`src/rtl/soc_wb_pkg.sv`:
```
// Shared types and constants for the Wishbone multi-master interconnect.
// Holds the FSM encoding, default bus widths and a width helper for grant indices.
package soc_wb_pkg;

    typedef enum logic {
        ST_IDLE   = 1'b0,
        ST_ACTIVE = 1'b1
    } state_t;

    localparam int DEF_WB_DW = 32;
    localparam int DEF_WB_AW = 16;
    localparam int DEF_SEL_W = 4;

    // Bits needed to hold an index in 0..n-1, never less than one.
    function automatic int clog2_min1(input int n);
        int w;
        w = 1;
        while ((1 << w) < n) begin
            w++;
        end
        return w;
    endfunction

endpackage

```
`src/rtl/soc_wb_rr_arb.sv`:
```
// Combinational round-robin winner search.
// Scans req starting at ptr and wrapping around; the first set bit wins.
module soc_wb_rr_arb
    import soc_wb_pkg::*;
#(
    parameter int WB_M = 2,
    parameter int GW   = clog2_min1(WB_M)
) (
    input  logic [WB_M-1:0] req,
    input  logic [GW-1:0]   ptr,
    output logic [GW-1:0]   gnt,
    output logic            any
);

    // Walk offsets from farthest to nearest so the nearest requester overwrites.
    always_comb begin
        int idx;
        idx = 0;
        gnt = '0;
        any = 1'b0;
        for (int k = WB_M - 1; k >= 0; k--) begin
            idx = int'(ptr) + k;
            if (idx >= WB_M) begin
                idx = idx - WB_M;
            end
            if (req[idx]) begin
                gnt = GW'(idx);
                any = 1'b1;
            end
        end
    end

endmodule

```
`src/rtl/soc_wb_arbiter.sv`:
```
// Multi-master Wishbone interconnect: round-robin arbitration, address decode,
// decode-error completion and a per-transaction timeout with sticky error flags.
module soc_wb_arbiter
    import soc_wb_pkg::*;
#(
    parameter int WB_M  = 2,
    parameter int WB_N  = 6,
    parameter int WB_DW = DEF_WB_DW,
    parameter int WB_AW = DEF_WB_AW,
    parameter int SEL_W = DEF_SEL_W,
    parameter int TO_W  = 8
) (
    input  logic                      clk,
    input  logic                      rst_n,
    input  logic [WB_M*WB_AW-1:0]     m_addr,
    input  logic [WB_M*WB_DW-1:0]     m_wdata,
    input  logic [WB_M*(WB_DW/8)-1:0] m_wmsk,
    input  logic [WB_M-1:0]           m_we,
    input  logic [WB_M-1:0]           m_cyc,
    output logic [WB_M*WB_DW-1:0]     m_rdata,
    output logic [WB_M-1:0]           m_ack,
    output logic [WB_AW-1:0]          s_addr,
    output logic [WB_DW-1:0]          s_wdata,
    output logic [WB_DW/8-1:0]        s_wmsk,
    output logic                      s_we,
    output logic [WB_N-1:0]           s_cyc,
    input  logic [WB_N*WB_DW-1:0]     s_rdata,
    input  logic [WB_N-1:0]           s_ack,
    output logic                      err,
    input  logic                      err_clr,
    output logic                      err_to
);

    localparam int GW = clog2_min1(WB_M);
    localparam int MW = WB_DW / 8;
    localparam logic [TO_W-1:0]  TO_MAX = '1;
    localparam logic [SEL_W:0]   N_LIM  = (SEL_W+1)'(WB_N);

    state_t            state_reg, state_next;
    logic [GW-1:0]     gnt_reg, gnt_next;
    logic [GW-1:0]     rr_reg, rr_next;
    logic [SEL_W-1:0]  sel_reg, sel_next;
    logic              valid_reg, valid_next;
    logic [TO_W-1:0]   to_cnt_reg, to_cnt_next;
    logic              err_reg, err_next;
    logic              err_to_reg, err_to_next;

    logic [GW-1:0]     arb_gnt;
    logic              arb_any;

    soc_wb_rr_arb #(
        .WB_M (WB_M),
        .GW   (GW)
    ) u_rr_arb (
        .req (m_cyc),
        .ptr (rr_reg),
        .gnt (arb_gnt),
        .any (arb_any)
    );

    // Winner's slave index (used in IDLE) and the granted master's bus (used in ACTIVE).
    logic [SEL_W-1:0]  win_sel;
    logic [WB_AW-1:0]  gm_addr;
    logic [WB_DW-1:0]  gm_wdata;
    logic [MW-1:0]     gm_wmsk;
    logic              gm_we;
    logic              gm_cyc;
    logic              slv_ack;
    logic [WB_DW-1:0]  slv_rdata;

    always_comb begin
        win_sel   = '0;
        gm_addr   = '0;
        gm_wdata  = '0;
        gm_wmsk   = '0;
        gm_we     = 1'b0;
        gm_cyc    = 1'b0;
        slv_ack   = 1'b0;
        slv_rdata = '0;
        for (int i = 0; i < WB_M; i++) begin
            if (arb_gnt == GW'(i)) begin
                win_sel = m_addr[i*WB_AW + WB_AW - 1 -: SEL_W];
            end
            if (gnt_reg == GW'(i)) begin
                gm_addr  = m_addr[i*WB_AW +: WB_AW];
                gm_wdata = m_wdata[i*WB_DW +: WB_DW];
                gm_wmsk  = m_wmsk[i*MW +: MW];
                gm_we    = m_we[i];
                gm_cyc   = m_cyc[i];
            end
        end
        for (int j = 0; j < WB_N; j++) begin
            if (sel_reg == SEL_W'(j)) begin
                slv_ack   = s_ack[j];
                slv_rdata = s_rdata[j*WB_DW +: WB_DW];
            end
        end
    end

    logic ack_c;
    logic rd_pass_c;
    logic set_err_c;
    logic set_to_c;
    logic done_c;

    always_comb begin
        state_next  = state_reg;
        gnt_next    = gnt_reg;
        sel_next    = sel_reg;
        valid_next  = valid_reg;
        rr_next     = rr_reg;
        to_cnt_next = to_cnt_reg;
        ack_c       = 1'b0;
        rd_pass_c   = 1'b0;
        set_err_c   = 1'b0;
        set_to_c    = 1'b0;
        done_c      = 1'b0;
        case (state_reg)
            ST_IDLE: begin
                if (arb_any) begin
                    state_next  = ST_ACTIVE;
                    gnt_next    = arb_gnt;
                    sel_next    = win_sel;
                    valid_next  = ({1'b0, win_sel} < N_LIM);
                    to_cnt_next = '0;
                end
            end
            ST_ACTIVE: begin
                to_cnt_next = to_cnt_reg + TO_W'(1);
                // Abort beats decode error beats slave ack beats timeout.
                if (!gm_cyc) begin
                    done_c = 1'b1;
                end else if (!valid_reg) begin
                    done_c    = 1'b1;
                    ack_c     = 1'b1;
                    set_err_c = 1'b1;
                end else if (slv_ack) begin
                    done_c    = 1'b1;
                    ack_c     = 1'b1;
                    rd_pass_c = 1'b1;
                end else if (to_cnt_reg == TO_MAX) begin
                    done_c    = 1'b1;
                    ack_c     = 1'b1;
                    set_err_c = 1'b1;
                    set_to_c  = 1'b1;
                end
                if (done_c) begin
                    state_next = ST_IDLE;
                    rr_next    = (gnt_reg == GW'(WB_M - 1)) ? '0 : gnt_reg + GW'(1);
                end
            end
            default: state_next = ST_IDLE;
        endcase

        err_next    = err_reg;
        err_to_next = err_to_reg;
        if (set_err_c) begin
            err_next    = 1'b1;
            err_to_next = set_to_c;
        end else if (err_clr) begin
            err_next = 1'b0;
        end
    end

    always_ff @(posedge clk or negedge rst_n) begin
        if (!rst_n) begin
            state_reg  <= ST_IDLE;
            gnt_reg    <= '0;
            rr_reg     <= '0;
            sel_reg    <= '0;
            valid_reg  <= 1'b0;
            to_cnt_reg <= '0;
            err_reg    <= 1'b0;
            err_to_reg <= 1'b0;
        end else begin
            state_reg  <= state_next;
            gnt_reg    <= gnt_next;
            rr_reg     <= rr_next;
            sel_reg    <= sel_next;
            valid_reg  <= valid_next;
            to_cnt_reg <= to_cnt_next;
            err_reg    <= err_next;
            err_to_reg <= err_to_next;
        end
    end

    logic active;
    assign active = (state_reg == ST_ACTIVE);

    generate
        for (genvar gi = 0; gi < WB_N; gi++) begin : g_slv
            assign s_cyc[gi] = active && valid_reg && (sel_reg == SEL_W'(gi));
        end
        for (genvar gi = 0; gi < WB_M; gi++) begin : g_mst
            assign m_ack[gi] = ack_c && (gnt_reg == GW'(gi));
            assign m_rdata[gi*WB_DW +: WB_DW] =
                (rd_pass_c && (gnt_reg == GW'(gi))) ? slv_rdata : '0;
        end
    endgenerate

    assign s_addr  = active ? gm_addr  : '0;
    assign s_wdata = active ? gm_wdata : '0;
    assign s_wmsk  = active ? gm_wmsk  : '0;
    assign s_we    = active ? gm_we    : 1'b0;
    assign err     = err_reg;
    assign err_to  = err_to_reg;

endmodule

```
`config.mk`:
```
export PLATFORM = sky130hd
export DESIGN_NAME = soc_wb_arbiter
export DESIGN_NICKNAME = d
export VERILOG_FILES = /design/src/rtl/soc_wb_pkg.sv /design/src/rtl/soc_wb_rr_arb.sv /design/src/rtl/soc_wb_arbiter.sv
export SDC_FILE = /design/constraint.sdc
export NUM_CORES = 1
export LEC_CHECK = 0
export CORE_AREA = 8 8 161 163
export DETAILED_ROUTE_END_ITERATION = 8
export DIE_AREA = 0 0 169 171
export HOLD_SLACK_MARGIN = 0.05
export PLACE_DENSITY = 0.6
export SLEW_MARGIN = 10
export SYNTH_ARGS = -nofsm -noshare
export SYNTH_HDL_FRONTEND = slang
export SYNTH_HIERARCHICAL = 1
export SYNTH_SLANG_ARGS = --single-unit
```
`constraint.sdc`:
```
create_clock -name clk -period 5.3 [get_ports clk]
set_clock_uncertainty 0.15 [all_clocks]
set_input_delay 0.53 -clock clk [delete_from_list [all_inputs] [get_ports clk]]
set_output_delay 0.53 -clock clk [all_outputs]
set_load 0.05 [all_outputs]
```
==> qor.csv <==
metric,value,unit
run_status,"complete, no violations",
n_diodes,0,
cts.root.buffer_cell,sky130_fd_sc_hd__clkbuf_16,
crit_path_start_kind,register,
power.share.clock,0.048,
power.share.sequential,0.098,
avgViaCountPerCell,4.61,
final_worst_path_period_share,0.797,
cts_post_setup_buffers_inserted,0,
routed_wirelength,26900,µm
post_cts_resized,0,
cts_tree,yes,
buffers_from_clock_root_to_sink_at_most,2,
dominantRegCellSynth,sky130_fd_sc_hd__dfrtp_1,
postSynthAreaPerCell,6.89,µm²
max_slew_margin,0.248,
warnings_from_yosys,6,
finalPower,3.46,mW
num_io_pins,436,
path_max_fanout,50,
floorplan.rows,56,
leakage,3.21,nW
register_bit_count_reported_by_yosys,18,
setup_failing_eps_final,0,
drv_cap,0,
worstPathRequired,4.62,ns
port_buffers,435,
cts.sink_count,18,
timing_worst_slew_pin_value,1.12,ns
synth_nets,902,
die_width,169,µm
grt_first_pass_wirelength,37800,µm
asyncSetResetFlopFracSynth,1.00,
synth_cell_type_count,48,
cts_made_buffers,3,
p_int,1.45,mW
worst_path_most_repeated_cell,sky130_fd_sc_hd__buf_4,
timing.critical_path.arrival,3.54,ns
start_util,0.175,
timing_worst_setup_path_type,reg2out,
final_max_slew_viol_count,0,
netlist_instances,592,
worstSkewPairLatency,0.25,ns
comb_power_share,0.853,
max-vdd-ir-drop,297,µV
vias,5986,
grt_start_max_net_pins,62,
globalRoute.totalOverflow,0,
cts.htree.levels,1,
type_of_destination_of_the_critical_path,output port,
number_of_synthesized_flops_with_an_enable_pin,0,
finalWorstPathRequiredPeriod,4.22,ns
final-hold-violation-count,0,
filler_cell_count_in_the_final_layout,2540,
power_density,402,nW/µm²
first_global_vias,6007,
rsz0062_at_grt,no,
drive_gt1_frac,0.110,
synthesis.area,4080,µm²
route.detailed.drc,0,
final_nets,1290,
fin_tns_setup,0,ns
grt_antenna_before_repair,0,
place_congestion,0.895,
cp_cell_sequence,nand4bb_1 > buf_4 > o2111ai_1 > or3_1 > buf_4 > nor3_2 > clkdlybuf4s50_1,
switching_share,0.581,
area_delta_synth_final,111,%
postRouteAntennaNets,0,
design.die.area,28900,µm²
hold_path_class,reg2reg,
detail_route.first_pass.iterations,5,
clk_pin_slew_worst_paths,0.05,ns
drt_iter0_drc,246,
critical-path-max-stage-delay,0.84,ns
floorplan.die.height,171,µm
fmax,0.237,GHz
route.detailed.wl_per_inst,20.7,µm
floorplan_core_area,23300,µm²
dp.final_hpwl,22900,µm
net-switching-power,2.01,mW
overall_global_routing_usage,0.169,
cts-hold-fix-buffers,0,
largest_register_ff_count,8,
synth.yosys.seq_area_share,0.110,
crit_path_slowest_cell,sky130_fd_sc_hd__clkdlybuf4s50_1,
placed cells by master (no fill, tap or decap), types with 3 or more instances in the layout:
cell,instances
sky130_fd_sc_hd__clkdlybuf4s50_1,395
sky130_fd_sc_hd__nor2_1,110
sky130_fd_sc_hd__mux2i_1,77
sky130_fd_sc_hd__buf_4,51
sky130_fd_sc_hd__a21oi_1,50
sky130_fd_sc_hd__nor3_1,40
sky130_fd_sc_hd__nand2_1,32
sky130_fd_sc_hd__mux2_2,19
sky130_fd_sc_hd__o22ai_1,18
sky130_fd_sc_hd__nand2b_1,17
sky130_fd_sc_hd__a211oi_1,17
sky130_fd_sc_hd__o221ai_1,16
sky130_fd_sc_hd__nor2b_1,16
sky130_fd_sc_hd__or3b_2,15
sky130_fd_sc_hd__o22a_1,15
sky130_fd_sc_hd__dfrtp_1,15
sky130_fd_sc_hd__nor3_2,13
sky130_fd_sc_hd__o21ai_0,9
sky130_fd_sc_hd__inv_1,7
sky130_fd_sc_hd__nand3_1,5
sky130_fd_sc_hd__or2_1,3
sky130_fd_sc_hd__nand4_1,3
sky130_fd_sc_hd__clkbuf_16,3
metrics by stage:
step / utilization / setup slack (ns) / hold slack, ns / instances / instance area (µm²)
2_1_floorplan: - / 1.97 / 0.0844 / 592 / 4080
6_report: 0.370 / 1.08 / 0.329 / 1298 / 8600
5_1_grt: 0.370 / 0.887 / 0.367 / 1298 / 8600
3_5_place_dp: 0.366 / 1.21 / 0.329 / 1294 / 8510
3_3_place_gp: 0.366 / 1.23 / 0.315 / 1294 / 8510
4_1_cts: 0.370 / 1.02 / 0.332 / 1298 / 8600
cell usage after synthesis, types with 2 or more instances:
cell type	number	area, µm²
sky130_fd_sc_hd__mux2_2	19	214
sky130_fd_sc_hd__buf_4	3	22.5
sky130_fd_sc_hd__mux2i_1	77	771
sky130_fd_sc_hd__or3b_1	2	17.5
sky130_fd_sc_hd__clkbuf_1	24	90.1
sky130_fd_sc_hd__o221ai_1	16	140
sky130_fd_sc_hd__a211oi_1	17	128
sky130_fd_sc_hd__o22ai_1	18	113
sky130_fd_sc_hd__nor2_1	110	413
sky130_fd_sc_hd__o21ai_0	9	45.0
sky130_fd_sc_hd__o31ai_1	2	15.0
sky130_fd_sc_hd__inv_1	7	26.3
sky130_fd_sc_hd__buf_6	4	45.0
sky130_fd_sc_hd__nor3_2	13	130
sky130_fd_sc_hd__nand3_1	5	25.0
sky130_fd_sc_hd__buf_2	27	135
sky130_fd_sc_hd__buf_1	5	18.8
sky130_fd_sc_hd__nand2b_1	17	106
sky130_fd_sc_hd__nand4_1	3	18.8
sky130_fd_sc_hd__o2111ai_1	2	17.5
sky130_fd_sc_hd__o22a_1	15	131
sky130_fd_sc_hd__dfrtp_1	18	450
sky130_fd_sc_hd__or3b_2	15	131
sky130_fd_sc_hd__nand2_1	32	120
sky130_fd_sc_hd__nor3b_1	2	15.0
sky130_fd_sc_hd__a21oi_1	50	250
sky130_fd_sc_hd__nor2b_1	16	100
sky130_fd_sc_hd__nor3_1	40	200
sky130_fd_sc_hd__or2_1	3	18.8
sky130_fd_sc_hd__or3_1	2	12.5
sky130_fd_sc_hd__o211ai_1	2	15.0
metal layers:
metal / track usage / part of all wire / vias to the layer above
met3: 0.0500 / 0.095 / 26
met4: 0.0412 / 0.021 / 0
met2: 0.312 / 0.50 / 322
met5: 0 / 0 / -
li1: - / - / 2927
met1: 0.188 / 0.38 / 2711
power groups by stage:
stage / clock [mW] / combinational (mW) / sequential [mW]
2_1_floorplan: 0 / 2.12 / 0.217
3_3_place_gp: 0 / 2.98 / 0.345
3_5_place_dp: 0 / 2.98 / 0.348
4_1_cts: 0.170 / 2.99 / 0.346
5_1_grt: 0.175 / 3.16 / 0.360
6_report: 0.167 / 2.95 / 0.340
kinds of logic (layout without fill, tap and decap cells):
family,Yosys count,after routing,share of synthesized area
simple gates,265,265,0.332
xor+xnor,1,1,0.00215
buf+inv,71,458,0.0838
flops,18,18,0.110
compound gates,140,140,0.227
fa+ha+maj,1,1,0.00307
mux,96,96,0.241
worst max-delay path: cells and delay by family (launching register included):
kind	cells	cell delay [ns]
AO/OA/AOI/OAI	1	0.15
buffers and inverters	3	1.44
flip-flops	1	0.71
AND/OR/NAND/NOR	3	0.93
final timing paths:
| kind | endpoint | cells after the start | from | slack, ns |
|---|---|---|---|---|
| setup / recovery | m_rdata[43] | 7 | sel_reg[0] | 1.08 |
| hold / removal | to_cnt_reg[6] | 1 | to_cnt_reg[6] | 0.33 |
| setup reg to reg | gnt_reg | 3 | active | 2.67 |
| hold reg to reg | to_cnt_reg[6] | 1 | to_cnt_reg[6] | 0.33 |
| max in group asynchronous | sel_reg[0] | 1 | rst_n | 3.76 |
| min in group asynchronous | err_to | 1 | rst_n | 0.61 |
area by class of cell:
type	instances	area (µm²)	share of cell area
multi-input cells	503	3290	0.382
flip-flops and latches	18	459	0.0534
clock buffers	4	88.8	0.0103
well taps	319	399	0.0464
repair buffers	446	4340	0.504
inverters	8	30.0	0.00349
Note: power is estimated with default switching activity, not from simulation.
